`config.mk`:
```
export PLATFORM = sky130hd
export DESIGN_NAME = pipeline_hazard_unit
export DESIGN_NICKNAME = d
export VERILOG_FILES = /design/src/rtl/hazard_pkg.sv /design/src/rtl/hazard_match.sv /design/src/rtl/pipeline_hazard_unit.sv
export SDC_FILE = /design/constraint.sdc
export NUM_CORES = 1
export LEC_CHECK = 0
export CORE_MARGIN = 8
export CORE_UTILIZATION = 51
export CTS_CLUSTER_DIAMETER = 150
export DETAILED_ROUTE_END_ITERATION = 8
export HOLD_SLACK_MARGIN = 0.03
export PLACE_DENSITY = 0.87
export SLEW_MARGIN = 20
export SYNTH_ARGS = -nofsm -noshare
export SYNTH_HDL_FRONTEND = slang
export SYNTH_SLANG_ARGS = --single-unit
```
`constraint.sdc`:
```
create_clock -name i_clk -period 3.09 [get_ports i_clk]
set_input_delay 0.4635 -clock i_clk [delete_from_list [all_inputs] [get_ports i_clk]]
set_output_delay 0.4635 -clock i_clk [all_outputs]
set_load 0.005 [all_outputs]
```
`src/rtl/hazard_pkg.sv`:
```
// -----------------------------------------------------------------------------
// hazard_pkg
// Shared types and helpers for the pipeline hazard/forwarding controller.
//   sb_entry_t : one scoreboard slot (valid, rd, regwrite, is_load)
//   FWD_RF     : forwarding-select code meaning "use the ID/EX register value"
//   sat_inc    : saturating increment for counters up to CNT_MAX_W bits wide
// -----------------------------------------------------------------------------
package hazard_pkg;

    // rd is stored at a fixed maximum width so the entry type stays
    // independent of the REG_AW parameter of any one instance.
    localparam int RD_MAX_W  = 8;
    localparam int CNT_MAX_W = 64;

    // Operand source 0 is the register-file value latched in ID/EX;
    // any other code k selects the result held in scoreboard slot k.
    localparam int FWD_RF = 0;

    typedef struct packed {
        logic                valid;
        logic [RD_MAX_W-1:0] rd;
        logic                regwrite;
        logic                is_load;
    } sb_entry_t;

    // Increment v, holding at the all-ones value of a w-bit counter.
    function automatic logic [CNT_MAX_W-1:0] sat_inc(
        input logic [CNT_MAX_W-1:0] v,
        input int                   w
    );
        logic [CNT_MAX_W-1:0] max_v;
        max_v = {CNT_MAX_W{1'b1}} >> (CNT_MAX_W - w);
        return (v >= max_v) ? v : v + 1'b1;
    endfunction

endpackage

```
`src/rtl/hazard_match.sv`:
```
// -----------------------------------------------------------------------------
// hazard_match
// Youngest-match priority encoder for one ID source operand against the
// scoreboard, plus the stall/forward classification of that match.
//   i_sb    : scoreboard slots, index 0 = EX (youngest)
//   i_rs    : ID source register
//   i_use   : the source is actually read
//   o_idx   : slot index j of the youngest match
//   o_stall : this operand needs ID held this cycle
//   o_fwd   : this operand can be forwarded from slot j+1 at EX time
// -----------------------------------------------------------------------------
module hazard_match
    import hazard_pkg::*;
#(
    parameter  int REG_AW     = 5,
    parameter  int PIPE_DEPTH = 3,
    parameter  int LOAD_READY = 2,
    parameter  int FWD_EN     = 1,
    parameter  int RF_WT      = 0,
    localparam int IDX_W      = (PIPE_DEPTH > 1) ? $clog2(PIPE_DEPTH) : 1
) (
    input  sb_entry_t [PIPE_DEPTH-1:0] i_sb,
    input  logic [REG_AW-1:0]          i_rs,
    input  logic                       i_use,
    output logic [IDX_W-1:0]           o_idx,
    output logic                       o_stall,
    output logic                       o_fwd
);

    always_comb begin
        logic hit;
        logic ld;
        int   k;
        // NOTE: every output and local gets a default before any branch so
        // no path leaves a value held, which would infer a latch.
        hit     = 1'b0;
        ld      = 1'b0;
        k       = 0;
        o_idx   = '0;
        o_stall = 1'b0;
        o_fwd   = 1'b0;

        // Scan oldest to youngest so the lowest matching index wins.
        for (int j = PIPE_DEPTH - 1; j >= 0; j--) begin
            if (i_use && (i_rs != '0) && i_sb[j].valid && i_sb[j].regwrite &&
                (i_sb[j].rd == RD_MAX_W'(i_rs))) begin
                hit   = 1'b1;
                ld    = i_sb[j].is_load;
                o_idx = IDX_W'(j);
                k     = j + 1;
            end
        end

        // k is where the producer sits when this consumer reaches EX.
        if (hit) begin
            if (k >= PIPE_DEPTH) begin
                // Producer has retired by then: only the register file can
                // supply the value, and only a write-through file in time.
                o_stall = (RF_WT == 0);
            end else if (FWD_EN == 0) begin
                o_stall = 1'b1;
            end else if (ld && (k < LOAD_READY)) begin
                o_stall = 1'b1;
            end else begin
                o_fwd = 1'b1;
            end
        end
    end

endmodule

```
`src/rtl/pipeline_hazard_unit.sv`:
```
// -----------------------------------------------------------------------------
// pipeline_hazard_unit
// Hazard and forwarding controller for the in-order pipeline. Tracks the
// instructions in EX..WB in a scoreboard shift register and produces:
//   o_stall      : hold PC and IF/ID, bubble into ID/EX (combinational)
//   o_flush      : clear IF/ID and ID/EX on a taken branch (combinational)
//   o_fwd_a_sel  : EX operand A source, registered (0 = ID/EX, k = slot k)
//   o_fwd_b_sel  : EX operand B source, registered
//   o_stall_cnt  : saturating count of stall cycles
//   o_flush_cnt  : saturating count of flush cycles
// Inputs are the ID-stage instruction fields, the taken-branch report from
// slot BR_STAGE, clock i_clk and synchronous active-high reset i_rst.
// -----------------------------------------------------------------------------
module pipeline_hazard_unit
    import hazard_pkg::*;
#(
    parameter  int REG_AW     = 5,
    parameter  int PIPE_DEPTH = 3,
    parameter  int BR_STAGE   = 1,
    parameter  int LOAD_READY = 2,
    parameter  int FWD_EN     = 1,
    parameter  int RF_WT      = 0,
    parameter  int CNT_W      = 32,
    localparam int SEL_W      = $clog2(PIPE_DEPTH + 1)
) (
    input  logic              i_clk,
    input  logic              i_rst,
    input  logic              i_id_valid,
    input  logic [REG_AW-1:0] i_id_rs1,
    input  logic [REG_AW-1:0] i_id_rs2,
    input  logic              i_id_use_rs1,
    input  logic              i_id_use_rs2,
    input  logic [REG_AW-1:0] i_id_rd,
    input  logic              i_id_regwrite,
    input  logic              i_id_is_load,
    input  logic              i_branch_taken,
    output logic              o_stall,
    output logic              o_flush,
    output logic [SEL_W-1:0]  o_fwd_a_sel,
    output logic [SEL_W-1:0]  o_fwd_b_sel,
    output logic [CNT_W-1:0]  o_stall_cnt,
    output logic [CNT_W-1:0]  o_flush_cnt
);

    localparam int IDX_W = (PIPE_DEPTH > 1) ? $clog2(PIPE_DEPTH) : 1;

    sb_entry_t [PIPE_DEPTH-1:0] sb_q;
    sb_entry_t [PIPE_DEPTH-1:0] sb_d;

    logic [IDX_W-1:0] idx_a, idx_b;
    logic             haz_a, haz_b;
    logic             fwd_a, fwd_b;
    logic [SEL_W-1:0] sel_a, sel_b;
    logic             id_adv;

    hazard_match #(
        .REG_AW     (REG_AW),
        .PIPE_DEPTH (PIPE_DEPTH),
        .LOAD_READY (LOAD_READY),
        .FWD_EN     (FWD_EN),
        .RF_WT      (RF_WT)
    ) u_match_a (
        .i_sb    (sb_q),
        .i_rs    (i_id_rs1),
        .i_use   (i_id_use_rs1),
        .o_idx   (idx_a),
        .o_stall (haz_a),
        .o_fwd   (fwd_a)
    );

    hazard_match #(
        .REG_AW     (REG_AW),
        .PIPE_DEPTH (PIPE_DEPTH),
        .LOAD_READY (LOAD_READY),
        .FWD_EN     (FWD_EN),
        .RF_WT      (RF_WT)
    ) u_match_b (
        .i_sb    (sb_q),
        .i_rs    (i_id_rs2),
        .i_use   (i_id_use_rs2),
        .o_idx   (idx_b),
        .o_stall (haz_b),
        .o_fwd   (fwd_b)
    );

    // Flush has priority: a stall never asserts in a flush cycle, so the
    // ID instruction is simply discarded rather than held.
    assign o_flush = i_branch_taken;
    assign o_stall = i_id_valid & (haz_a | haz_b) & ~o_flush;
    assign id_adv  = i_id_valid & ~o_stall & ~o_flush;

    assign sel_a = fwd_a ? SEL_W'(idx_a) + SEL_W'(1) : SEL_W'(FWD_RF);
    assign sel_b = fwd_b ? SEL_W'(idx_b) + SEL_W'(1) : SEL_W'(FWD_RF);

    always_comb begin
        sb_d = '0;
        for (int i = 1; i < PIPE_DEPTH; i++) begin
            sb_d[i] = sb_q[i-1];
            // Instructions younger than the branch are on the wrong path.
            if (o_flush && (i <= BR_STAGE)) begin
                sb_d[i].valid = 1'b0;
            end
        end
        if (id_adv) begin
            sb_d[0] = '{valid:    1'b1,
                        rd:       RD_MAX_W'(i_id_rd),
                        regwrite: i_id_regwrite,
                        is_load:  i_id_is_load};
        end
    end

    // NOTE: sequential state uses non-blocking assignments so every flop
    // samples pre-edge values regardless of statement order.
    always_ff @(posedge i_clk) begin
        if (i_rst) begin
            // NOTE: the scoreboard is a handful of flops, not a RAM, so it is
            // cleared wholesale; its valid bits gate every hazard decision.
            sb_q        <= '0;
            o_fwd_a_sel <= SEL_W'(FWD_RF);
            o_fwd_b_sel <= SEL_W'(FWD_RF);
            o_stall_cnt <= '0;
            o_flush_cnt <= '0;
        end else begin
            sb_q        <= sb_d;
            o_fwd_a_sel <= id_adv ? sel_a : SEL_W'(FWD_RF);
            o_fwd_b_sel <= id_adv ? sel_b : SEL_W'(FWD_RF);
            if (o_stall) begin
                o_stall_cnt <= CNT_W'(sat_inc(CNT_MAX_W'(o_stall_cnt), CNT_W));
            end
            if (o_flush) begin
                o_flush_cnt <= CNT_W'(sat_inc(CNT_MAX_W'(o_flush_cnt), CNT_W));
            end
        end
    end

endmodule

```
==> metrics, run 1 <==
outcome=finished, final reports clean; cell types occupying the most area after synthesis=dfxtp_1 (41%), xnor2_1 (5.8%), xor2_1 (5.4%); number of sinks on the clock net=90; multi-input combinational cell area=2470 sq um; n_diodes=0; switching pwr=0.496 mW; nets@finish=635; final weighted congestion of routability-driven global placement=0.963; CP Capture Type=output pin; initial antenna violation count=0; launching element type of the critical path=input pin; # port buffers=92; via count=4088; Post-Route Skew=10.6 ps; Remaining DRCs=0; path category of the worst min-delay check=reg2reg; DPL Wire Length=8.54 mm; cell with the largest stage delay on the worst path=clkdlybuf4s50_1; proportion of layout cells with a drive suffix above 1=0.114; die extent in y=109 um; global route total overflow=0; maximum number of pins on one net before global-route repair=49; effective utilization at floorplan=0.513; Antenna Violating Nets Remaining=0; Internal Power=1.72 mW; register clock-pin slew on the reported worst setup and hold paths=90 ps; Sequential Area=1800 sq um; number of cell rows=34; cell count after synthesis=499; cell breakdown of the critical path=clkdlybuf4s50_1 -> buf_4 -> xor2_1 -> nor4_2 -> nand4_1 -> nor4_4 -> o31ai_4 -> inv_1 -> dlygate4sd2_1; area of the mapped netlist=4390 sq um; switching share of total power=0.224; largest vdd supply drop=0.000235 V; warning count from the yosys run=0; Die X-Extent=109 um; number of design-rule violations left by the first detailed-router iteration=141; number of primary I/O pins=93; post-layout instance count excluding filler cells=723; number of H-tree levels=3; biggest area consumer among synthesized cells=dfxtp_1; DR pass1 iterations=5; number of buffers created by CTS=9; Peak Freq=337 MHz; synthesized area per cell=8.80 sq um; total detailed-routing wirelength=11.2 mm; total core area=8550 sq um; vias in the first global route=3913; Seq/Total Area, Yosys=0.410; Post-CTS Hold Buffers=0; count of cell types in the netlist=48; overall routing resource usage=0.187; static power due to leakage=1.95 nW; cell count after placement=707; total count of max-transition violations in the final report=0; Max-slew headroom=0.647; fill cell count=679; clock latency reported for the late side of the worst-skew pair=350 ps; Yosys top cell area share=0.410; total nets after synthesis=524; count of cells resized by post-cts repair=3; total of endpoints with negative setup slack in the final report=0; setup slack after placement=-109 ps; kind of critical path=in2out; share of the core filled with cells=0.678; critical path peak fanout=3; combinational group share of total power=0.060; TritonCTS clock tree=yes; clock share of power=0.409; worst endpoint required time=2630 ps; transition time at the pin with the least slew margin=529 ps; Vias per Instance=5.65; part of the power in registers=0.532; growth of design area from synthesis to finish=32.0%; part of the cycle the worst path needs=0.961; Setup Buffers After CTS=0; CTS Root Buffer Type=clkbuf_8; number of synthesized register bits=90; die outline area=11800 sq um; clock buffer depth=2; data arrival at the endpoint of the critical path=2510 ps; power per cell area=381 nW/um^2; unrepaired setup endpoints after global routing=no; peak per-stage delay on the critical path=430 ps; max-cap viol count=0; number of hold violations in the final report=0; crit path time final=2970 ps; first-pass GRT wire length=18.2 mm; setup ws final=121 ps; Avg WL per Cell=15.5 um
## path summary, 6_finish.rpt
path	start	endpoint	slack [ps]	cells past startpoint
worst max-delay path	i_id_rs1[2]	o_stall	120	9
worst min-delay path	sb_d[32]	sb_q[32]	470	1
worst min register to register	sb_d[32]	sb_q[32]	470	1
worst max register to register	sb_q[28]	o_stall_cnt[15]	490	9
## cells in the mapped netlist (all sizes together)
library cell  count
buf               7
ha                2
and3b             2
nand4            25
nand2b            5
clkbuf           14
nand2            26
mux2              7
nor4             13
nor3b             2
nand3            32
xnor2            29
o21ai            22
and3             14
nor2b            20
inv               5
o21a              1
o21ba             1
mux2i             2
o41a              1
nor3             13
dfxtp            90
o31a              1
nor2             51
or4              11
or3              22
or2               1
xor2             27
and4              3
o31ai            10
a21oi            30
and2             10
## final cells by class
| class | count | area share |
|---|---|---|
| multi-input combinational | 383 | 0.426 |
| sequential | 90 | 0.311 |
| timing repair buffer | 121 | 0.197 |
| clock buffer | 10 | 0.0237 |
| tap | 108 | 0.0233 |
| clock inverter | 6 | 0.0153 |
| inverter | 5 | 0.00324 |
## state kept, by name, summed over array words and instances, names as in the netlist
name and flops:
o_flush_cnt 32, o_fwd_a_sel 2, o_fwd_b_sel 2, o_stall_cnt 32
sb_d 14, sb_q 8
## power by group through the flow
stage	clock, mW	sequential (mW)	combinational (mW)
after floorplan	0	1.20	0.0599
after global placement	0	1.20	0.125
after detailed placement	0	1.20	0.130
after CTS	0.922	1.18	0.132
after global routing	0.979	1.18	0.142
final	0.904	1.18	0.132
## worst max-delay path: cells and delay by family
family / cells / cell delay, ps
simple gates: 3 / 900
buf+inv: 4 / 900
xor+xnor: 1 / 150
compound gates: 1 / 90
## cells in the final DEF, fill, tap and decap left out, types with 8 or more instances in the layout
cell type,instances
xor2_1,27
nor2_1,49
nor3_1,11
dfxtp_1,90
o31ai_1,8
xnor2_1,29
nor4_1,9
and3_1,14
nor2b_1,20
or4_1,10
nand3_1,31
clkdlybuf4s50_1,90
o21ai_0,20
and2_1,10
buf_4,28
nand2_1,26
a21oi_1,30
clkbuf_8,10
nand4_1,25
or3_1,22
## through the flow
step	setup TNS [ps]	power [mW]	hold WS [ps]	area (sq um)
2_1_floorplan	0	1.26	438	4390
3_3_place_gp	0	1.33	447	5560
3_5_place_dp	-660	1.33	463	5560
4_1_cts	0	2.23	472	5800
5_1_grt	0	2.30	493	5800
6_report	0	2.21	467	5800
## cell families after synthesis
group	Yosys count	share of synthesized area
muxes	9	0.0251
xor gates and xnor gates	56	0.112
DFF	90	0.410
adders and majority gates	2	0.00570
buffers and inverters	26	0.0305
AOI/OAI and AO/OA	66	0.0943
and+or+nand+nor	250	0.322
## per-layer routing
layer	track usage	routed length, um
met4	0.0948	326
met2	0.316	5560
met5	0	0
met3	0.0396	748
met1	0.219	4590
(Power assumes the default switching activity.)
==> inputs of run 2 (changes only) <==
--- a/config.mk
+++ b/config.mk
@@ -6,11 +6,13 @@
 export NUM_CORES = 1
 export LEC_CHECK = 0
 export CORE_MARGIN = 8
-export CORE_UTILIZATION = 51
+export CORE_UTILIZATION = 47
 export CTS_CLUSTER_DIAMETER = 150
 export DETAILED_ROUTE_END_ITERATION = 8
 export HOLD_SLACK_MARGIN = 0.03
-export PLACE_DENSITY = 0.87
+export PLACE_DENSITY = 0.82
+export SETUP_SLACK_MARGIN = 0.4
+export SKIP_CTS_REPAIR_TIMING = 1
 export SLEW_MARGIN = 20
 export SYNTH_ARGS = -nofsm -noshare
 export SYNTH_HDL_FRONTEND = slang
==> run 2 against run 1 <==
Compared with the run above:
- via count rose by 1.4%
- combinational power rose by 6%
- first-iteration DRC count rose by 2.8%
- critical path depth fell by 1
- clock-buffer cell count fell by 1
- core utilization fell by 2.7 points
- worst setup slack improved by 370 ps
- maximum frequency rose by 14%
==> metrics, run 2 (synthesis results as in run 1) <==
outcome=finished, final reports clean; kind of critical path=in2out; Vias per Instance=5.69 (+0.67%); # port buffers=92 (unchanged); total count of max-transition violations in the final report=0 (unchanged); total detailed-routing wirelength=11.5 mm (+2.6%); DR pass1 iterations=4 (-1); Antenna Violating Nets Remaining=0 (unchanged); TritonCTS clock tree=yes; final weighted congestion of routability-driven global placement=0.926 (-3.8%); CP Capture Type=output pin; most common cell after layout, fill and taps aside=dfxtp_1; global route total overflow=0 (unchanged); register clock-pin slew on the reported worst setup and hold paths=90 ps (about the same); Avg WL per Cell=15.8 um (+1.9%); clock buffer depth=2 (unchanged); critical path peak fanout=2 (-1); unrepaired setup endpoints after global routing=no; DPL Wire Length=8.20 mm (-4.0%); number of cell rows=35 (+2.9%); overall routing resource usage=0.171 (-0.0157); power per cell area=381 nW/um^2 (-0.24%); Remaining DRCs=0 (unchanged); part of the cycle the worst path needs=0.842 (-0.119); static power due to leakage=2.09 nW (+7.2%); setup ws final=488 ps (+367 ps); via count=4144 (+1.4%); total of endpoints with negative setup slack in the final report=0 (unchanged); Post-Route Skew=9.83 ps (-0.769 ps); data arrival at the endpoint of the critical path=2140 ps (-370 ps); Peak Freq=384 MHz (+14%); commonest cells after routing, fill and taps aside=dfxtp_1 (90), clkdlybuf4s50_1 (80), nor2_1 (49); launching element type of the critical path=input pin; path category of the worst min-delay check=reg2reg; growth of design area from synthesis to finish=35.8%; Max-slew headroom=0.454 (-0.193); number of H-tree levels=3 (unchanged); initial antenna violation count=0 (unchanged); vias in the first global route=3979 (+1.7%); die outline area=12700 sq um (+7.2%); transition time at the pin with the least slew margin=819 ps (+289 ps); clock latency reported for the late side of the worst-skew pair=340 ps (about the same); nets@finish=638 (+0.47%); setup_tns=0 ps (unchanged); maximum number of pins on one net before global-route repair=47 (-4.1%); n_diodes=0 (unchanged); proportion of layout cells with a drive suffix above 1=0.135 (+0.0207); number of sinks on the clock net=90 (unchanged); crit path time final=2600 ps (-367 ps); largest vdd supply drop=0.000263 V (+12%); post-layout power=2.27 mW (+2.6%); number of primary I/O pins=93 (unchanged); Die X-Extent=113 um (+3.6%); die extent in y=113 um (+3.6%); first-pass GRT wire length=18.5 mm (+1.7%); setup slack after placement=-46.0 ps (+63.0 ps); max-cap viol count=0 (unchanged); worst endpoint required time=2630 ps (about the same); CTS Root Buffer Type=clkbuf_8; effective utilization at floorplan=0.480 (-0.0338); number of hold violations in the final report=0 (unchanged); number of design-rule violations left by the first detailed-router iteration=145 (+2.8%); total core area=9150 sq um (+7.0%); number of buffers created by CTS=9 (unchanged)
==> run 2: final timing paths <==
| kind | end | cells past startpoint | startpoint | slack [ps] |
|---|---|---|---|---|
| worst max-delay path | o_stall | 8 | i_id_rs1[2] | 490 |
| worst min-delay path | sb_q[32] | 1 | sb_d[32] | 460 |
| worst max register to register | o_stall_cnt[23] | 9 | sb_q[28] | 590 |
| worst min register to register | sb_q[32] | 1 | sb_d[32] | 460 |
==> run 2: worst max-delay path, cell delays in order <==
cell,delay (ps)
dlymetal6s2s_1,160
or4_4,570
o21ai_4,210
nor4_4,70
o21a_4,240
o31ai_4,260
inv_1,60
clkbuf_2,110
==> run 2: report_power, final <==
group | switching [mW] | internal, mW
clock network | 0.415 | 0.537
registers | 0.00908 | 1.17
logic | 0.0692 | 0.0713
total | 0.493 | 1.78
==> run 2: final cells by class <==
type	instances	area, sq um
Fill cell	703	3190
Multi-Input combinational cell	383	2550
Sequential cell	90	1800
Timing Repair Buffer	124	1220
Tap cell	111	139
Clock buffer	9	124
Clock inverter	6	115
Inverter	5	18.8
==> run 2: metal layers <==
metal / GRT usage / wire length, um
met1: 0.198 / 4730
met2: 0.302 / 5810
met3: 0.0467 / 764
met4: 0.0477 / 212
met5: 0 / 0
==> run 2: metrics by stage <==
step	instance area, sq um	instances	hold WS [ps]	util
floorplan	4390	499	438	-
global placement	5560	708	448	0.607
detailed placement	5560	708	451	0.607
CTS	5800	723	458	0.633
global route	5960	728	477	0.651
finish	5960	728	458	0.651
